`config.mk`:
```
export PLATFORM = sky130hd
export DESIGN_NAME = t03_dpu_mux_ctrl_flat
export DESIGN_NICKNAME = d
export VERILOG_FILES = /design/src/rtl/t03_dpu_mux_ctrl_if.sv /design/src/rtl/t03_dpu_mux_ctrl.sv /design/src/flat_wrapper.sv
export SDC_FILE = /design/constraint.sdc
export NUM_CORES = 1
export LEC_CHECK = 0
export BUFFER_PORTS_ARGS = -buffer_cell sky130_fd_sc_hd__buf_2
export CAP_MARGIN = 20
export CORE_MARGIN = 2
export CORE_UTILIZATION = 44
export DETAILED_ROUTE_END_ITERATION = 10
export PLACE_DENSITY = 0.81
export SYNTH_ARGS = -nofsm -noshare
export SYNTH_HDL_FRONTEND = slang
export SYNTH_SLANG_ARGS = --single-unit
```
`constraint.sdc`:
```
create_clock -name clk -period 1.4 [get_ports clk]
set_input_delay 0.14 -clock clk [delete_from_list [all_inputs] [get_ports clk]]
set_output_delay 0.14 -clock clk [all_outputs]
set_load 0.005 [all_outputs]
```
`src/rtl/t03_dpu_mux_ctrl_if.sv`:
```
// ----------------------------------------------------------------------------
// t03_dpu_mux_ctrl_if
// Bundle of the request/ack handshakes, latch load strobes and the nibble
// stream between the DPU-to-MUX sequencer and its surroundings.
//
// Signals:
//   coord_req, reg_req        level requests from the two requesters
//   coord_ack, reg_ack        one-cycle frame-complete pulses
//   new_input_select          latch load strobe, coordinate source
//   register_input            latch load strobe, register source
//   nibble_sel[IDX_W-1:0]     index of the nibble offered downstream
//   nib_valid / nib_ready     downstream valid/ready beat
//   nib_last                  final nibble of the frame is offered
//   busy                      sequencer is not idle
//   grant_src                 0 = coord, 1 = reg (current or last grant)
//
// Modports: master = the sequencer, slave = requesters plus consumer.
// ----------------------------------------------------------------------------
interface t03_dpu_mux_ctrl_if #(
  parameter int IDX_W = 4
);
  logic             coord_req;
  logic             reg_req;
  logic             coord_ack;
  logic             reg_ack;
  logic             new_input_select;
  logic             register_input;
  logic [IDX_W-1:0] nibble_sel;
  logic             nib_valid;
  logic             nib_ready;
  logic             nib_last;
  logic             busy;
  logic             grant_src;

  modport master (
    input  coord_req, reg_req, nib_ready,
    output coord_ack, reg_ack, new_input_select, register_input,
           nibble_sel, nib_valid, nib_last, busy, grant_src
  );

  modport slave (
    output coord_req, reg_req, nib_ready,
    input  coord_ack, reg_ack, new_input_select, register_input,
           nibble_sel, nib_valid, nib_last, busy, grant_src
  );
endinterface

```
`src/rtl/t03_dpu_mux_ctrl.sv`:
```
// ----------------------------------------------------------------------------
// t03_dpu_mux_ctrl
// Sequencer for the DPU-to-MUX nibble latch. Arbitrates between the
// coordinate-update requester and the register-readback requester, pulses
// the matching latch load strobe for one cycle, streams NUM_NIBBLES nibble
// indices downstream with valid/ready, then acks the granted requester.
//
// Ports:
//   clk   system clock, rising edge
//   rst   synchronous active-high reset (abandons any frame, no ack)
//   bus   t03_dpu_mux_ctrl_if.master (requests/acks, strobes, nibble stream)
//
// Build option:
//   T03_DPU_RR_ARB_EN  defined   -> round-robin arbitration under contention
//                      undefined -> fixed priority, coord always wins
//
// All outputs decode registered state only (Moore); no input-to-output path.
// ----------------------------------------------------------------------------
module t03_dpu_mux_ctrl #(
  parameter int NUM_NIBBLES = 9,
  parameter int IDX_W       = 4
) (
  input  logic               clk,
  input  logic               rst,
  t03_dpu_mux_ctrl_if.master bus
);

  localparam logic [IDX_W-1:0] LAST_IDX = IDX_W'(NUM_NIBBLES - 1);

  typedef enum logic [1:0] {
    IDLE = 2'd0,
    LOAD = 2'd1,
    SEND = 2'd2,
    ACK  = 2'd3
  } state_t;

  state_t           state_reg, state_next;
  logic [IDX_W-1:0] sel_reg,   sel_next;
  logic             grant_reg, grant_next;
  logic             winner;

`ifdef T03_DPU_RR_ARB_EN
  // ptr_reg names the source favoured on the next contention (0 = coord).
  logic ptr_reg, ptr_next;

  always_comb begin
    if (bus.coord_req && bus.reg_req) begin
      winner = ptr_reg;
    end else begin
      winner = bus.reg_req;
    end
  end

  always_ff @(posedge clk) begin
    if (rst) begin
      ptr_reg <= 1'b0;
    end else begin
      ptr_reg <= ptr_next;
    end
  end
`else
  // Coord wins whenever it is asking; reg only wins when alone.
  assign winner = ~bus.coord_req;
`endif

  always_comb begin
    state_next = state_reg;
    sel_next   = sel_reg;
    grant_next = grant_reg;
`ifdef T03_DPU_RR_ARB_EN
    ptr_next   = ptr_reg;
`endif
    case (state_reg)
      IDLE: begin
        if (bus.coord_req || bus.reg_req) begin
          grant_next = winner;
          state_next = LOAD;
        end
      end
      LOAD: begin
        sel_next   = '0;
        state_next = SEND;
      end
      SEND: begin
        // nib_valid is always high here, so ready alone completes a beat.
        if (bus.nib_ready) begin
          if (sel_reg == LAST_IDX) begin
            state_next = ACK;
          end else begin
            sel_next = sel_reg + IDX_W'(1);
          end
        end
      end
      ACK: begin
        sel_next   = '0;
        state_next = IDLE;
`ifdef T03_DPU_RR_ARB_EN
        // The source just served loses the next contention.
        ptr_next   = ~grant_reg;
`endif
      end
      default: begin
        state_next = IDLE;
      end
    endcase
  end

  always_ff @(posedge clk) begin
    if (rst) begin
      state_reg <= IDLE;
      sel_reg   <= '0;
      grant_reg <= 1'b0;
    end else begin
      state_reg <= state_next;
      sel_reg   <= sel_next;
      grant_reg <= grant_next;
    end
  end

  assign bus.busy             = (state_reg != IDLE);
  assign bus.new_input_select = (state_reg == LOAD) && !grant_reg;
  assign bus.register_input   = (state_reg == LOAD) &&  grant_reg;
  assign bus.nib_valid        = (state_reg == SEND);
  assign bus.nib_last         = (state_reg == SEND) && (sel_reg == LAST_IDX);
  assign bus.nibble_sel       = sel_reg;
  assign bus.coord_ack        = (state_reg == ACK) && !grant_reg;
  assign bus.reg_ack          = (state_reg == ACK) &&  grant_reg;
  assign bus.grant_src        = grant_reg;

endmodule

```
`src/flat_wrapper.sv`:
```
// flat-port wrapper written by rule: the top's interface ports become plain ports
module t03_dpu_mux_ctrl_flat 
#(
  parameter int NUM_NIBBLES = 9,
  parameter int IDX_W       = 4
)
  (clk, rst, bus_coord_req, bus_reg_req, bus_nib_ready, bus_coord_ack, bus_reg_ack, bus_new_input_select, bus_register_input, bus_nibble_sel, bus_nib_valid, bus_nib_last, bus_busy, bus_grant_src);
  t03_dpu_mux_ctrl_if #(.IDX_W(IDX_W)) bus_i ();
  input  logic clk;
  input  logic rst;
  input wire logic [$bits(bus_i.coord_req)-1:0] bus_coord_req;
  input wire logic [$bits(bus_i.reg_req)-1:0] bus_reg_req;
  input wire logic [$bits(bus_i.nib_ready)-1:0] bus_nib_ready;
  output wire logic [$bits(bus_i.coord_ack)-1:0] bus_coord_ack;
  output wire logic [$bits(bus_i.reg_ack)-1:0] bus_reg_ack;
  output wire logic [$bits(bus_i.new_input_select)-1:0] bus_new_input_select;
  output wire logic [$bits(bus_i.register_input)-1:0] bus_register_input;
  output wire logic [$bits(bus_i.nibble_sel)-1:0] bus_nibble_sel;
  output wire logic [$bits(bus_i.nib_valid)-1:0] bus_nib_valid;
  output wire logic [$bits(bus_i.nib_last)-1:0] bus_nib_last;
  output wire logic [$bits(bus_i.busy)-1:0] bus_busy;
  output wire logic [$bits(bus_i.grant_src)-1:0] bus_grant_src;
  assign bus_i.coord_req = bus_coord_req;
  assign bus_i.reg_req = bus_reg_req;
  assign bus_i.nib_ready = bus_nib_ready;
  assign bus_coord_ack = bus_i.coord_ack;
  assign bus_reg_ack = bus_i.reg_ack;
  assign bus_new_input_select = bus_i.new_input_select;
  assign bus_register_input = bus_i.register_input;
  assign bus_nibble_sel = bus_i.nibble_sel;
  assign bus_nib_valid = bus_i.nib_valid;
  assign bus_nib_last = bus_i.nib_last;
  assign bus_busy = bus_i.busy;
  assign bus_grant_src = bus_i.grant_src;
  t03_dpu_mux_ctrl #(.NUM_NIBBLES(NUM_NIBBLES), .IDX_W(IDX_W)) u_core (.clk(clk), .rst(rst), .bus(bus_i));
endmodule
```
==> run summary, run 1 <==
status = completed
Period minus WS final = 1.37 ns
library cells used by synthesis = 31
clk root buf = clkbuf_4
first-pass GRT wire length = 1.95 mm
Highest Signal Layer = met4
pre-CTS worst setup slack = 0.0204 ns
hold_buf cts = 0
antenna violations before repair = 0
# clock sinks = 7
vias = 596
setup ws final = 0.0294 ns
Bufs and invs on worst path = 2
Longest Clk Path Bufs = 2
Total GRT Usage = 0.192
Finished Core Util = 0.651
Worst path top cell family by delay = flip-flops
residual DRC count = 0
TritonCTS buffer count = 3
Clock power frac = 0.144
Arr. time, crit path = 1.50 ns
routed len/inst = 14.5 um
NetSw = 0.564 mW
worst skew pair latency = 0.26 ns
DR WL met2 = 817 um
final slew viol count = 0
Vias/cell = 5.62
crit end category = flop
max_cap viols = 0
Layout Nets = 104
clock slew at reported path FFs = 0.07 ns
max FFs per register = 4
sequential power share = 0.227
PortBufs = 16
Metal-1 WL = 631 um
CP Class = flop to flop
sw frac = 0.415
die area = 1610 um2
Peak supply drop = 0.000872 V
final hold viol count = 0
final period utilization = 0.979
Clock Skews = 0.0142 ns
drt total wl = 1.54 mm
First-pass DRT Iterations = 4
FMAX = 730 MHz
final setup fails = 0
Comb pwr share = 0.629
CP cell instances = inv_2, ha_4, buf_6, and2b_1, o31ai_2, a21oi_1
Mapped Area = 573 um2
Critical Path Fanout Max = 5
Antenna Nets Post-Route = 0
syn nets = 74
CTS tree = yes
Fillers = 107
Post-Synthesis Cells = 62
P_leak = 0.380 nW
WL met3 = 67 um
I/O pin count = 17
crit path launch type = flop
final HPWL from detailed placement = 946 um
Initial Utilization = 0.458
gp weighted congestion = 0.828
global route overflow = 0
H-tree depth = 1
largest net degree at the start of global routing = 9
part of the Yosys area used for sequential elements = 0.245
ratio of cells with drive above 1 in the final layout = 0.505
Power Dens Cells = 1670 nW/um2
RSZ-0062 raised after global routing = true
Final Power = 1.36 mW
CP peak stage delay = 0.36 ns
Warnings, synthesis = 0
#FFs+latches synth = 7
chip width = 40.1 um
worst hold path type = input pin to flop
Post-synth ARST share = 0
Antenna Cells = 0
Worst Path Required = 1.53 ns
worst slew pin tran = 0.324 ns
CP max-delay cell = dfxtp_2
# rows = 13
internal power = 0.795 mW
Starting DRT DRC Count = 12
vias in the first global route = 476
Max-slew headroom = 0.782
Post-synth top flop = dfxtp_1
Post-synth EDFFs = 0
Syn Area/Cell = 9.24 um2
synth-to-layout area growth = 42.4%
Die H = 40.1 um
Core Box Area = 1250 um2
Post-Layout Cell Count = 106
Post-Place Cells = 96
## cell type report
type	instances	area (um2)	share of cell area
multi-input combinational	46	434	0.532
timing repair buffer	26	159	0.195
sequential	7	145	0.178
inverter	8	32.5	0.0399
clock buffer	4	26.3	0.0322
tap	15	18.8	0.0230
## power groups by stage
| stage | sequential (mW) | combinational, mW | clock [mW] |
|---|---|---|---|
| after detailed placement | 0.289 | 0.663 | 0 |
| final | 0.308 | 0.855 | 0.196 |
| after CTS | 0.297 | 0.708 | 0.197 |
| after global routing | 0.314 | 0.915 | 0.209 |
| after floorplan | 0.298 | 0.443 | 0 |
| after global placement | 0.286 | 0.640 | 0 |
## worst paths after layout
path / startpoint / endpoint / slack [ns] / cells after the start
worst max-delay path: u_core.state_reg[0]$_SDFFE_PP0P_ / u_core.bus.nibble_sel[1]$_SDFFE_PP0P_ / 0.03 / 6
worst min-delay path: bus_coord_req / u_core.bus.grant_src$_SDFFE_PP0P_ / 0.11 / 2
worst max register to register: u_core.state_reg[0]$_SDFFE_PP0P_ / u_core.bus.nibble_sel[1]$_SDFFE_PP0P_ / 0.03 / 6
worst min register to register: u_core.state_reg[1]$_SDFFE_PP0P_ / u_core.state_reg[1]$_SDFFE_PP0P_ / 0.53 / 2
## worst register-to-register path: stages (launching register included)
cell and delay (ns):
dfxtp_2 0.36, inv_2 0.06, ha_4 0.17, buf_6 0.12, and2b_1 0.18, o31ai_2 0.25, a21oi_1 0.09
## kinds of logic (layout without fill, tap and decap cells)
kind of cell	Yosys count	count (layout)	synth area share
DFF	7	7	0.245
and+or+nand+nor	23	23	0.301
adders and majority gates	7	7	0.153
buffers and inverters	9	38	0.0721
muxes	1	1	0.0175
AOI/OAI and AO/OA	15	15	0.212
## metal layers
layer | GRT usage | up-vias
li1 | - | 283
met3 | 0.0333 | 4
met2 | 0.355 | 18
met1 | 0.203 | 291
met5 | 0 | -
met4 | 0.103 | 0
## per-stage QoR
step	setup TNS, ns	hold WS [ns]	instance area [um2]
floorplan	0	0.205	576
finish	0	0.110	816
global route	-0.0336	0.117	816
global placement	0	0.338	693
detailed placement	0	0.355	693
CTS	0	0.0813	749
## cell usage after synthesis (2+ instances only)
library cell | number | area (um2)
ha_1 | 7 | 87.6
and2_1 | 2 | 12.5
nand4_1 | 2 | 12.5
nor2b_1 | 3 | 18.8
dfxtp_1 | 7 | 140
o2111ai_1 | 2 | 17.5
o31ai_2 | 2 | 25.0
inv_1 | 7 | 26.3
a21oi_1 | 4 | 20.0
a31oi_1 | 2 | 12.5
nand2_1 | 4 | 15.0
## cells in the final DEF, fill, tap and decap left out, types with 3 or more instances in the layout
cell type  count
buf_4          9
dfxtp_1        5
ha_4           3
ha_1           4
buf_2         16
a21oi_1        4
clkbuf_4       3
nand2_1        4
nor2b_1        3
inv_1          5
## what timing repair did
| action | in CTS | in global routing |
|---|---|---|
| gates cloned | 0 | 0 |
| resized for setup | 5 | 8 |
| endpoints found under the setup margin | 3 | 8 |
| buffers inserted | 2 | 4 |
| pin swaps | 0 | 4 |
Note: power is estimated with default switching activity, not from simulation.
==> inputs of run 2 (changes only) <==
--- a/config.mk
+++ b/config.mk
@@ -10,7 +10,7 @@
 export CORE_MARGIN = 2
 export CORE_UTILIZATION = 44
 export DETAILED_ROUTE_END_ITERATION = 10
-export PLACE_DENSITY = 0.81
+export PLACE_DENSITY_LB_ADDON = 0.15
 export SYNTH_ARGS = -nofsm -noshare
 export SYNTH_HDL_FRONTEND = slang
 export SYNTH_SLANG_ARGS = --single-unit
==> constraint.sdc (replaced) <==
create_clock -name clk -period 1.4 [get_ports clk]
set_input_delay 0.21 -clock clk [delete_from_list [all_inputs] [get_ports clk]]
set_output_delay 0.21 -clock clk [all_outputs]
set_load 0.005 [all_outputs]
==> run 2 against run 1 <==
Clock skew fell by 0.0093 ns. Critical endpoint is now bus_register_input. Sequential share of layout area down 1.2 points. Cell area up 9.2%. Largest cell class unchanged. Sequential cell count unchanged. First-iteration DRC count decreased by 42%. Worst setup slack lost 0.025 ns. Global-route usage increased by 1.6 points. Critical path type is now flop to primary output. Total power rose by 9.9%.
==> run summary, run 2 (synthesized netlist as in run 1, its figures left out) <==
status = completed
# rows = 13
worst skew pair latency = 0.26 ns
residual DRC count = 0
global route overflow = 0
crit path launch type = flop
clock slew at reported path FFs = 0.05 ns
Core Box Area = 1250 um2
final slew viol count = 0
H-tree depth = 1
TritonCTS buffer count = 3
Longest Clk Path Bufs = 2
FMAX = 717 MHz
Peak supply drop = 0.000898 V
chip width = 40.1 um
worst slew pin tran = 0.329 ns
first-pass GRT wire length = 2.08 mm
clk root buf = clkbuf_4
synth-to-layout area growth = 55.5%
drt total wl = 1.56 mm
commonest non-fill, non-tap cell in the layout = buf_2
final HPWL from detailed placement = 980 um
GR peak layer = met2
Starting DRT DRC Count = 7
largest net degree at the start of global routing = 13
PortBufs = 16
Worst Path Required = 1.19 ns
Antenna Nets Post-Route = 0
Initial Utilization = 0.458
pre-CTS worst setup slack = -0.00656 ns
hold_buf cts = 0
Layout Nets = 108
met3 Use GR = 0.0833
Arr. time, crit path = 1.19 ns
Total GRT Usage = 0.208
Antenna Cells = 0
max_cap viols = 0
die area = 1610 um2
antenna violations before repair = 0
grt met2 use = 0.310
final hold viol count = 0
Final Power = 1.49 mW
routed len/inst = 14.2 um
vias = 574
P_leak = 0.409 nW
I/O pin count = 17
vias in the first global route = 454
setup ws final = 0.00461 ns
final period utilization = 0.997
most frequent cells in the layout = buf_2, buf_4, inv_1, dfxtp_1
gp weighted congestion = 0.802
crit end category = primary output
final setup fails = 0
Clock Skews = 0.00496 ns
Power Dens Cells = 1680 nW/um2
First-pass DRT Iterations = 4
Critical Path Fanout Max = 5
RSZ-0062 raised after global routing = true
CTS tree = yes
Die H = 40.1 um
# clock sinks = 7
CP Class = flop to primary output
Vias/cell = 5.22
Max-slew headroom = 0.779
Period minus WS final = 1.40 ns
worst hold path type = input pin to flop
Global Route met1 Usage = 0.255
max FFs per register = 4
ratio of cells with drive above 1 in the final layout = 0.547
-- run 2: timing repair --
item / in CTS / in global routing
gates resized for setup: 7 / 11
endpoints found under the hold margin: 0 / 0
cloned: 0 / 1
buffers inserted: 2 / 6
setup endpoints to repair: 9 / 10
pin swaps: 0 / 7
-- run 2: final cells by class --
| cell class | count | area (um2) |
|---|---|---|
| sequential | 7 | 148 |
| timing repair buffer | 30 | 223 |
| inverter | 8 | 35.0 |
| tap | 15 | 18.8 |
| multi-input combinational | 46 | 440 |
| clock buffer | 4 | 26.3 |
| fill | 88 | 362 |
-- run 2: metal layers --
metal	part of all wire	wire, um	vias to the layer above
li1	-	-	292
met1	0.46	713	267
met2	0.49	766	10
met3	0.036	56	5
met4	0.015	24	0
met5	0	0	-
-- run 2: path summary, 6_finish.rpt --
| kind | from | to | slack [ns] | depth (start not counted) |
|---|---|---|---|---|
| max | u_core.state_reg[0]$_SDFFE_PP0P_ | bus_register_input | 0.005 | 4 |
| min | bus_coord_req | u_core.bus.grant_src$_SDFFE_PP0P_ | 0.14 | 2 |
| max reg2reg | u_core.state_reg[0]$_SDFFE_PP0P_ | u_core.bus.nibble_sel[1]$_SDFFE_PP0P_ | 0.04 | 6 |
| min reg2reg | u_core.state_reg[1]$_SDFFE_PP0P_ | u_core.state_reg[1]$_SDFFE_PP0P_ | 0.52 | 2 |
-- run 2: worst max-delay path, cell delays in order, from the launching register on --
cell     delay [ns]
dfxtp_4        0.35
buf_4          0.14
ha_4           0.17
and2_1         0.15
buf_2          0.12
-- run 2: metrics by stage --
step,TNS [ns],std cells,hold slack [ns],instance area (um2),util
floorplan,0,62,0.275,576,-
global placement,0,97,0.410,713,0.569
detailed placement,-0.00656,97,0.414,713,0.569
CTS,-0.0478,103,0.138,774,0.618
global route,-0.281,110,0.132,891,0.711
finish,0,110,0.141,891,0.711
-- run 2: power breakdown --
group	total, mW	switching (mW)	internal, mW
combinational	0.986	0.448	0.538
sequential	0.318	0.0570	0.261
clock	0.190	0.0811	0.109
==> inputs of run 3 (changes only) <==
--- a/config.mk
+++ b/config.mk
@@ -7,10 +7,11 @@
 export LEC_CHECK = 0
 export BUFFER_PORTS_ARGS = -buffer_cell sky130_fd_sc_hd__buf_2
 export CAP_MARGIN = 20
-export CORE_MARGIN = 2
-export CORE_UTILIZATION = 44
+export CORE_AREA = 2 2 39 41
+export CTS_BUF_LIST = sky130_fd_sc_hd__clkbuf_4
 export DETAILED_ROUTE_END_ITERATION = 10
-export PLACE_DENSITY_LB_ADDON = 0.15
+export DIE_AREA = 0 0 41 43
+export PLACE_DENSITY = 0.67
 export SYNTH_ARGS = -nofsm -noshare
 export SYNTH_HDL_FRONTEND = slang
 export SYNTH_SLANG_ARGS = --single-unit
==> run 3 against run 2 <==
Worst hold slack improved by 0.00053 ns. Sequential cell count unchanged. Critical path type unchanged. Cell area decreased by 8.4%. Highest routed layer unchanged. Sequential power increased by 4%.
==> run summary, run 3 (synthesized netlist as in run 1, its figures left out) <==
synth-to-layout area growth = 42.4%
CP cell instances = inv_4, ha_4, nand4b_4, inv_4, buf_6
Worst Path Required = 1.19 ns
CP peak stage delay = 0.37 ns
Post-Place Cells = 97
RSZ-0062 raised after global routing = true
Layout Nets = 101
max_cap viols = 0
global route overflow = 0
most used cell along the critical path = inv_4
Arr. time, crit path = 1.18 ns
final setup TNS = 0 ns
ratio of cells with drive above 1 in the final layout = 0.568
area taken by multi-input logic gates = 442 um2
final hold viol count = 0
Worst path top cell family by delay = flip-flops
flip-flop and latch area = 148 um2
Peak supply drop = 0.000819 V
Initial Utilization = 0.414
gp weighted congestion = 0.824
Antenna Nets Post-Route = 0
vias = 553
routed len/inst = 13.5 um
final setup fails = 0
max FFs per register = 4
die area = 1760 um2
most frequent cells in the layout = buf_2, buf_4, dfxtp_1
# clock sinks = 7
chip width = 41 um
status = completed
antenna violations before repair = 0
clk root buf = clkbuf_4
Starting DRT DRC Count = 10
worst skew pair latency = 0.27 ns
final period utilization = 0.990
Critical Path Fanout Max = 4
final slew viol count = 0
Total GRT Usage = 0.193
Vias/cell = 5.32
commonest non-fill, non-tap cell in the layout = buf_2
P_leak = 0.365 nW
worst slew pin tran = 0.263 ns
drt total wl = 1.41 mm
FMAX = 722 MHz
Period minus WS final = 1.39 ns
I/O pin count = 17
CTS tree = yes
clock slew at reported path FFs = 0.06 ns
PortBufs = 16
H-tree depth = 1
Max-slew headroom = 0.825
CP max-delay cell = dfxtp_4
Antenna Cells = 0
first-pass GRT wire length = 2.19 mm
First-pass DRT Iterations = 2
largest net degree at the start of global routing = 13
CP Class = flop to primary output
worst hold path type = input pin to flop
Core Box Area = 1380 um2
Fillers = 128
vias in the first global route = 491
# rows = 14
crit end category = primary output
Post-Layout Cell Count = 104
Clock Skews = 0.00117 ns
final HPWL from detailed placement = 948 um
Die H = 43 um
Power Dens Cells = 1620 nW/um2
residual DRC count = 0
Bufs and invs on worst path = 3
crit path launch type = flop
TritonCTS buffer count = 3
hold_ws = 0.141 ns
Longest Clk Path Bufs = 2
[run 3: cell count changes in the layout (fill, tap and decap cells not counted), sizes merged]
cell	before	now
buf	29	23
clkbuf	5	4
[run 3: worst reg2reg max path, stage by stage (launching register included)]
cell and delay [ns]:
dfxtp_4 0.38, inv_4 0.05, ha_4 0.17, buf_4 0.17, and2b_1 0.19, o31ai_2 0.21
a21oi_1 0.10
[run 3: final cells by class]
cell class                      count  share of cell area
Clock buffer                        4              0.0368
Sequential cell                     7               0.181
Tap cell                           16              0.0245
Multi-Input combinational cell     46               0.541
Inverter                            8              0.0460
Timing Repair Buffer               23               0.170
[run 3: worst paths after layout]
check | startpoint | endpoint | slack, ns | cells after the start
worst max-delay path | u_core.state_reg[0]$_SDFFE_PP0P_ | bus_nib_last | 0.01 | 5
worst min-delay path | bus_coord_req | u_core.bus.grant_src$_SDFFE_PP0P_ | 0.14 | 2
worst max register to register | u_core.state_reg[0]$_SDFFE_PP0P_ | u_core.bus.nibble_sel[0]$_SDFFE_PP0P_ | 0.02 | 6
worst min register to register | u_core.state_reg[1]$_SDFFE_PP0P_ | u_core.state_reg[1]$_SDFFE_PP0P_ | 0.54 | 2
[run 3: routing by layer]
metal | vias to the layer above | part of all wire | wire, um | global-route usage
met4 | 0 | 0.032 | 45 | 0.140
li1 | 280 | - | - | -
met2 | 10 | 0.46 | 644 | 0.272
met5 | - | 0 | 0 | 0
met3 | 4 | 0.038 | 54 | 0.0471
met1 | 259 | 0.47 | 664 | 0.243
[run 3: timing repair]
| action | CTS | global route |
|---|---|---|
| setup endpoints to repair | 8 | 8 |
| hold buffers | 0 | 0 |
| resized for setup | 11 | 11 |
| hold endpoints to repair | 0 | 0 |
| buffers inserted | 2 | 1 |
| pin swaps | 1 | 1 |
[run 3: per-stage QoR]
step	setup WS [ns]	utilization	area, um2	power, mW
CTS	-0.0117	0.560	774	1.25
finish	0.0145	0.590	816	1.33
global placement	0.0235	0.502	694	0.930
detailed placement	0.0229	0.502	694	0.939
floorplan	0.0297	-	576	0.741
global route	-0.0331	0.590	816	1.44
[run 3: report_power, final]
part           total [mW]  switching (mW)  internal (mW)
clock network       0.229          0.0990          0.130
registers           0.330          0.0689          0.261
logic               0.767           0.380          0.386
total                1.33           0.548          0.777
